[src/rtl/remote_comm.sv]
// Host-side UART command link: sends a 16-bit command as two 8N1 frames
// (high byte first) and receives single-byte responses from the robot.
module remote_comm #(
  parameter int BAUD_DIV = 2604
) (
  input  logic        clk,
  input  logic        rst_n,
  input  logic [15:0] cmd,
  input  logic        snd_cmd,
  output logic        busy,
  output logic        cmd_snt,
  output logic        TX,
  input  logic        RX,
  output logic [7:0]  resp,
  output logic        resp_rdy,
  input  logic        clr_resp_rdy
);

  localparam int BW = $clog2(BAUD_DIV);
  localparam logic [BW-1:0] BAUD_END = BW'(BAUD_DIV - 1);
  localparam logic [BW-1:0] HALF_END = BW'(BAUD_DIV / 2 - 1);

  typedef enum logic [1:0] {IDLE, HIGH, LOW} tx_state_t;
  typedef enum logic {R_IDLE, R_RCV} rx_state_t;

  tx_state_t       state, state_n;
  logic [15:0]     hold, hold_n;
  logic [BW-1:0]   baud, baud_n;
  logic [3:0]      bit_cnt, bit_n;
  logic            tx_q, tx_n;
  logic            snt_q, snt_n;
  logic [7:0]      cur;
  logic            accept;

  assign accept = (state == IDLE) && snd_cmd;

  always_comb begin
    state_n = state;
    hold_n  = hold;
    baud_n  = baud;
    bit_n   = bit_cnt;
    tx_n    = tx_q;
    snt_n   = 1'b0;
    cur     = (state == HIGH) ? hold[15:8] : hold[7:0];
    unique case (state)
      IDLE: begin
        tx_n = 1'b1;
        if (snd_cmd) begin
          state_n = HIGH;
          hold_n  = cmd;
          baud_n  = '0;
          bit_n   = '0;
          tx_n    = 1'b0;
        end
      end
      HIGH, LOW: begin
        if (baud == BAUD_END) begin
          baud_n = '0;
          if (bit_cnt == 4'd9) begin
            bit_n = '0;
            if (state == HIGH) begin
              state_n = LOW;
              tx_n    = 1'b0;
            end else begin
              state_n = IDLE;
              tx_n    = 1'b1;
              snt_n   = 1'b1;
            end
          end else begin
            bit_n = bit_cnt + 4'd1;
            // tx_n is the level of the bit that starts next
            tx_n  = (bit_cnt == 4'd8) ? 1'b1
                                      : cur[bit_cnt[2:0]];
          end
        end else begin
          baud_n = baud + BW'(1);
        end
      end
      default: state_n = IDLE;
    endcase
  end

  always_ff @(posedge clk or negedge rst_n) begin
    if (!rst_n) begin
      state   <= IDLE;
      hold    <= '0;
      baud    <= '0;
      bit_cnt <= '0;
      tx_q    <= 1'b1;
      snt_q   <= 1'b0;
    end else begin
      state   <= state_n;
      hold    <= hold_n;
      baud    <= baud_n;
      bit_cnt <= bit_n;
      tx_q    <= tx_n;
      snt_q   <= snt_n;
    end
  end

  assign busy    = (state != IDLE);
  assign TX      = tx_q;
  assign cmd_snt = snt_q;

  logic            rx_s1, rx_s2, rx_q;
  rx_state_t       rstate, rstate_n;
  logic [BW-1:0]   rcnt, rcnt_n;
  logic [3:0]      rbit, rbit_n;
  logic [7:0]      shreg, sh_n;
  logic [7:0]      resp_q, resp_n;
  logic            rdy_q, rdy_n;
  logic            fall, sample, set;

  assign fall   = rx_q & ~rx_s2;
  assign sample = (rbit == 4'd0) ? (rcnt == HALF_END)
                                 : (rcnt == BAUD_END);

  always_comb begin
    rstate_n = rstate;
    rcnt_n   = rcnt;
    rbit_n   = rbit;
    sh_n     = shreg;
    resp_n   = resp_q;
    set      = 1'b0;
    unique case (rstate)
      R_IDLE: begin
        if (fall) begin
          rstate_n = R_RCV;
          rcnt_n   = '0;
          rbit_n   = '0;
        end
      end
      R_RCV: begin
        if (!sample) begin
          rcnt_n = rcnt + BW'(1);
        end else begin
          rcnt_n = '0;
          rbit_n = rbit + 4'd1;
          unique case (1'b1)
            (rbit == 4'd0): begin
              if (rx_s2) begin
                rstate_n = R_IDLE;
                rbit_n   = '0;
              end
            end
            (rbit == 4'd9): begin
              rstate_n = R_IDLE;
              rbit_n   = '0;
              if (rx_s2) begin
                resp_n = shreg;
                set    = 1'b1;
              end
            end
            default: sh_n = {rx_s2, shreg[7:1]};
          endcase
        end
      end
      default: rstate_n = R_IDLE;
    endcase
    // a new byte beats a simultaneous clear
    if (set)
      rdy_n = 1'b1;
    else if (clr_resp_rdy || accept)
      rdy_n = 1'b0;
    else
      rdy_n = rdy_q;
  end

  always_ff @(posedge clk or negedge rst_n) begin
    if (!rst_n) begin
      rx_s1  <= 1'b1;
      rx_s2  <= 1'b1;
      rx_q   <= 1'b1;
      rstate <= R_IDLE;
      rcnt   <= '0;
      rbit   <= '0;
      shreg  <= '0;
      resp_q <= '0;
      rdy_q  <= 1'b0;
    end else begin
      rx_s1  <= RX;
      rx_s2  <= rx_s1;
      rx_q   <= rx_s2;
      rstate <= rstate_n;
      rcnt   <= rcnt_n;
      rbit   <= rbit_n;
      shreg  <= sh_n;
      resp_q <= resp_n;
      rdy_q  <= rdy_n;
    end
  end

  assign resp     = resp_q;
  assign resp_rdy = rdy_q;

endmodule
[config.mk]
export PLATFORM = sky130hd
export DESIGN_NAME = remote_comm
export DESIGN_NICKNAME = d
export VERILOG_FILES = /design/src/rtl/remote_comm.sv
export SDC_FILE = /design/constraint.sdc
export NUM_CORES = 1
export LEC_CHECK = 0
export ABC_CLOCK_PERIOD_IN_PS = 2800
export CELL_PAD_IN_SITES_DETAIL_PLACEMENT = 1
export CELL_PAD_IN_SITES_GLOBAL_PLACEMENT = 2
export CORE_UTILIZATION = 25
export CTS_CLUSTER_DIAMETER = 80
export DETAILED_ROUTE_END_ITERATION = 7
export PLACE_DENSITY = 0.65
export SLEW_MARGIN = 40
export SYNTH_ARGS = -nofsm -noshare
export SYNTH_HDL_FRONTEND = slang
export SYNTH_SLANG_ARGS = --single-unit
export TNS_END_PERCENT = 10
[constraint.sdc]
create_clock -name clk -period 2.8 [get_ports clk]
set_input_delay 0.56 -clock clk [delete_from_list [all_inputs] [get_ports clk]]
set_output_delay 0.56 -clock clk [all_outputs]
set_load 0.005 [all_outputs]
# After elaboration in Yosys (flattened, before gate mapping)
# Cells that the tools add are included.
# word_totals
reg_bits	73
output_inout_bits	12
# classes
add_sub_neg	4
magnitude_cmp	1
n_eq_ne	13
n_mux	44
bitwise	4
reduce_logical	17
# ops
cell	n
$mux 12	4
$pmux 12 s2	2
$add 12x1->12 const B	2
$eq 12x12->1 const B	2
$mux 4	6
$pmux 4 s2	3
$mux 1	19
$eq 12x11->1 const B	1
$eq 4x4->1 const B	3
$reduce_and 3->1	3
$add 4x1->4 const B	2
$mux 2	4
$mux 8	1
$ne 2x2->1 const B	4
$reduce_and 2->1	4
$pmux 1 s2	3
$reduce_bool 2->1	3
$logic_not 4->1	1
$lt 3x4->1 const B	1
$pmux 2 s2	1
$reduce_and 4->1	1
$reduce_or 2->1	2
$bmux 1 s3	1
$not 1->1	3
other kinds (7)	7

# Longest topological paths before layout
# logic_depth
word_depth	8
ltp_mapped	9
mapped_depth_nobuf	7

# Worst setup path after synthesis
# Ideal clock, no wire load.
# synth_timing
path_kind	register to register
startpoint	register rcnt[3]
endpoint	register resp_q[0], in the netlist resp[0]
setup_time_ps	125
arrival_time_ps	2272
path_slack_ps	403
stages_incl_launch_ff	6
n_path_buf	0
period_less_slack_ps	2397
cell_sequence	dfrtp_1 or4b_4 nor4_4 o2111ai_4 nor4_4 mux2_2
# synth_via
elab_chain_cells	3
word_cells_on_any_way	4
classes_between	eq/ne (2); mux (1); reduce/logical (1)
# synth_lines
item	line_no	text
from (decl)	107	logic [BW-1:0] rcnt, rcnt_n;
from (signal assigned)	185	rcnt <= rcnt_n;
$eq 12x12->1 or $eq 12x11->1 (tied branches)	116, 115	
$mux 1 (*)	115	assign sample = (rbit == 4'd0) ? (rcnt == HALF_END)
$reduce_and 4->1 (no line) (*)	-	
to (signal assigned)	188	resp_q <= resp_n;
to (decl)	110	logic [7:0] resp_q, resp_n;
# Every way passes the cells marked *; elsewhere a longest branch is shown, timed or not.
# A chain may end at the register's enable or synchronous reset.

# Final worst setup path
# layout_timing
startpoint	register rcnt[3]
endpoint	register shreg[3]
# layout_via
elab_chain_cells	3
word_cells_on_any_way	4
classes_between	eq/ne (2); mux (1); reduce/logical (1)
# layout_lines
item	line_no	text
$eq 12x12->1 or $eq 12x11->1 (tied branches)	116, 115	
$mux 1 (*)	115	
$reduce_and 3->1 (no line) (*)	-	
to (signal assigned)	187	shreg <= sh_n;
to (decl)	109	logic [7:0] shreg, sh_n;
# Marks and branches as above.

==> impl_metrics.env <==
export IMPL_run_status="finished, final reports clean"
export IMPL_path_clk_slew_ps=60
export IMPL_port_buffers=32
export IMPL_area_delta_synth_final_pct=24.9
export IMPL_post_synth_main_area_contributors="sky130_fd_sc_hd__dfrtp_1 48%, sky130_fd_sc_hd__mux2_2 10%, sky130_fd_sc_hd__nand2_1 3.0%"
export IMPL_layout_nets=390
export IMPL_row_count=43
export IMPL_synth_edff_count=0
export IMPL_finalSetupTns_ps=0
export IMPL_die_y_um=122
export IMPL_core_um2=14000
export IMPL_grt_pass1_vias=2706
export IMPL_irDropWorstVdd_mv=0.298
export IMPL_syn_avg_cell_area_um2=11.1
export IMPL_clk_insertion_delay_late_ps=330
export IMPL_synth_async_sr_flop_share_pct=100
export IMPL_routed_wl_um=8210
export IMPL_synth_distinct_cells=52
export IMPL_rsz0062_at_grt="no"
export IMPL_cts_sink_count=73
export IMPL_timing_worst_setup_path_type="register to register"
export IMPL_fin_max_slew_vios=0
export IMPL_ys_dominant_reg_cell="sky130_fd_sc_hd__dfrtp_1"
export IMPL_setup_viol=0
export IMPL_critical_path_max_fanout=8
export IMPL_finalWeightedCongestion=0.748
export IMPL_number_of_buffers_on_the_longest_clock_path=2
export IMPL_route_antenna_remaining_nets=0
export IMPL_final_layout_size_suffix_gt1_share_pct=20.4
export IMPL_rr_worst_depth=5
export IMPL_synth_fp_nets=351
export IMPL_p_leak_nw=1.90
export IMPL_ys_seq_elements=73
export IMPL_hold_violations=0
export IMPL_postCtsSetupRepairBufs=0
export IMPL_fin_crit_ps=2400
export IMPL_seq_area_frac_synth_pct=50.9
export IMPL_achievable_frequency_mhz=417
export IMPL_global_route_wire_length_before_repair_um=13900
export IMPL_final_fill_count=1568
export IMPL_dieWidth_um=122
export IMPL_netlist_top_cell_by_area="sky130_fd_sc_hd__dfrtp_1"
export IMPL_holdCritPathClass="input pin to async pin"
export IMPL_dp_hpwl_um=5750
export IMPL_yosysWarnings=0
export IMPL_synthesis_area_um2=3600
export IMPL_maximum_number_of_pins_on_one_net_before_global_route_repair=74
export IMPL_yosys_top_cells_count="69 x sky130_fd_sc_hd__dfrtp_1, 33 x sky130_fd_sc_hd__mux2_2, 29 x sky130_fd_sc_hd__nand2_1"
export IMPL_arrival_ps=2620
export IMPL_slew_limit_headroom_pct=52.4
export IMPL_gr_total_overflow=0
export IMPL_via_count=2615
export IMPL_track_usage_pct=11.9
export IMPL_worstPathRequired_ps=3020
export IMPL_netlist_area_leader_share_pct=48.0
export IMPL_critPathCaptureType="register"
export IMPL_post_synth_top_count_cell="sky130_fd_sc_hd__dfrtp_1"
export IMPL_number_of_h_tree_levels=3
export IMPL_power_density_nw_per_um2=873
export IMPL_cts_root_buffer="sky130_fd_sc_hd__clkbuf_16"
export IMPL_dr_first_iter_drc_count=128
export IMPL_cts_tree="built"
export IMPL_initial_core_util_pct=25.7
export IMPL_floorplan_io_pins=33
export IMPL_antenna_found_initial=0
export IMPL_worst_pin_slew_ps=715
export IMPL_cts_repair_resized=0
export IMPL_final_period_utilization_pct=85.7
export IMPL_max_cap_violations=0
export IMPL_cp_start_kind="register"
export IMPL_cts_hold_buf=0
export IMPL_finalCoreUtilization_pct=32.1
export IMPL_die_area_um2=14900
export IMPL_timing_clock_skew_ps=9.44
export IMPL_antennaDiodeCount=0
export IMPL_avgViaCountPerCell=4.78
export IMPL_wire_per_inst_um=15.0
export IMPL_drcViolationCount=0
export IMPL_firstDrtPassIters=4
export IMPL_tritoncts_num_buffers=9
export IMPL_netlist_instances=323
state kept, by name, indices dropped and copies added (netlist names):
register,cells
TX,1
resp,8
shreg,8
state,2
rx_q,1
rbit,4
rcnt,12
rx_s1,1
baud,12
bit_cnt,4
hold,16
rstate,1
resp_rdy,1
cmd_snt,1
rx_s2,1
report_power, final:
group / total, mW / leakage [nW] / switching (mW) / internal, mW
Sequential: 1.52 / 0.946 / 0.228 / 1.29
Combinational: 1.14 / 0.808 / 0.572 / 0.566
Clock: 1.26 / 0.151 / 0.458 / 0.806
cells by family after synthesis:
logic type | count (synthesis) | synth area share, %
simple gates | 102 | 16.4
flops | 73 | 50.9
compound gates | 63 | 11.6
mux | 42 | 13.9
buf+inv | 29 | 3.02
xor+xnor | 7 | 1.70
fa+ha+maj | 7 | 2.43
metrics by stage:
step	setup slack [ps]	power, mW	instance area (µm²)	hold WS (ps)	instances
6_report	402	3.92	4500	224	547
3_3_place_gp	439	2.65	4160	346	531
5_1_grt	234	4.19	4500	289	547
2_1_floorplan	403	2.25	3600	264	323
3_5_place_dp	391	2.71	4170	349	531
4_1_cts	381	3.99	4500	281	547
routing by layer:
metal	GRT usage, %	routed length (µm)	up-vias	share of wire (%)
met5	0	0	-	0
met4	3.01	68	0	0.83
met3	3.18	176	7	2.1
met2	18.9	3950	20	48
met1	15.8	4010	1328	49
li1	-	-	1260	-
final cells by class:
| type | count | area (µm²) | area share [%] |
|---|---|---|---|
| multi-input combinational | 221 | 1660 | 36.9 |
| clock inverter | 6 | 91.3 | 2.03 |
| sequential | 73 | 1830 | 40.7 |
| inverter | 16 | 60.1 | 1.34 |
| clock buffer | 10 | 239 | 5.32 |
| tap | 180 | 225 | 5.01 |
| timing repair buffer | 41 | 389 | 8.66 |
worst max-delay path: stages, from the launching register on:
cell                        delay (ps)
sky130_fd_sc_hd__dfrtp_1           430
sky130_fd_sc_hd__or4b_4            570
sky130_fd_sc_hd__nor4_4            280
sky130_fd_sc_hd__o2111ai_4         210
sky130_fd_sc_hd__nor3_4            410
sky130_fd_sc_hd__mux2_2            390
layout by cell type, fill, tap and decap left out, drive strengths merged, types with 7 or more instances in the layout:
cell            n
clkbuf         10
nand4           8
clkdlybuf4s50  31
o21ai          20
nand3          11
mux2           34
ha              7
a21oi          13
nand2          29
inv            16
buf            10
dfrtp          69
nor2           15
worst paths after layout:
check	from	endpoint	slack (ps)
min	rst_n	baud[0]	220
max in group asynchronous	rst_n	bit_cnt[3]	2050
max	rcnt[3]	shreg[3]	400
min reg2reg	rx_s1	rx_s2	360
max reg2reg	rcnt[3]	shreg[3]	400
min in group clk	rx_s1	rx_s2	360
Power figures use the tool's default switching activity.
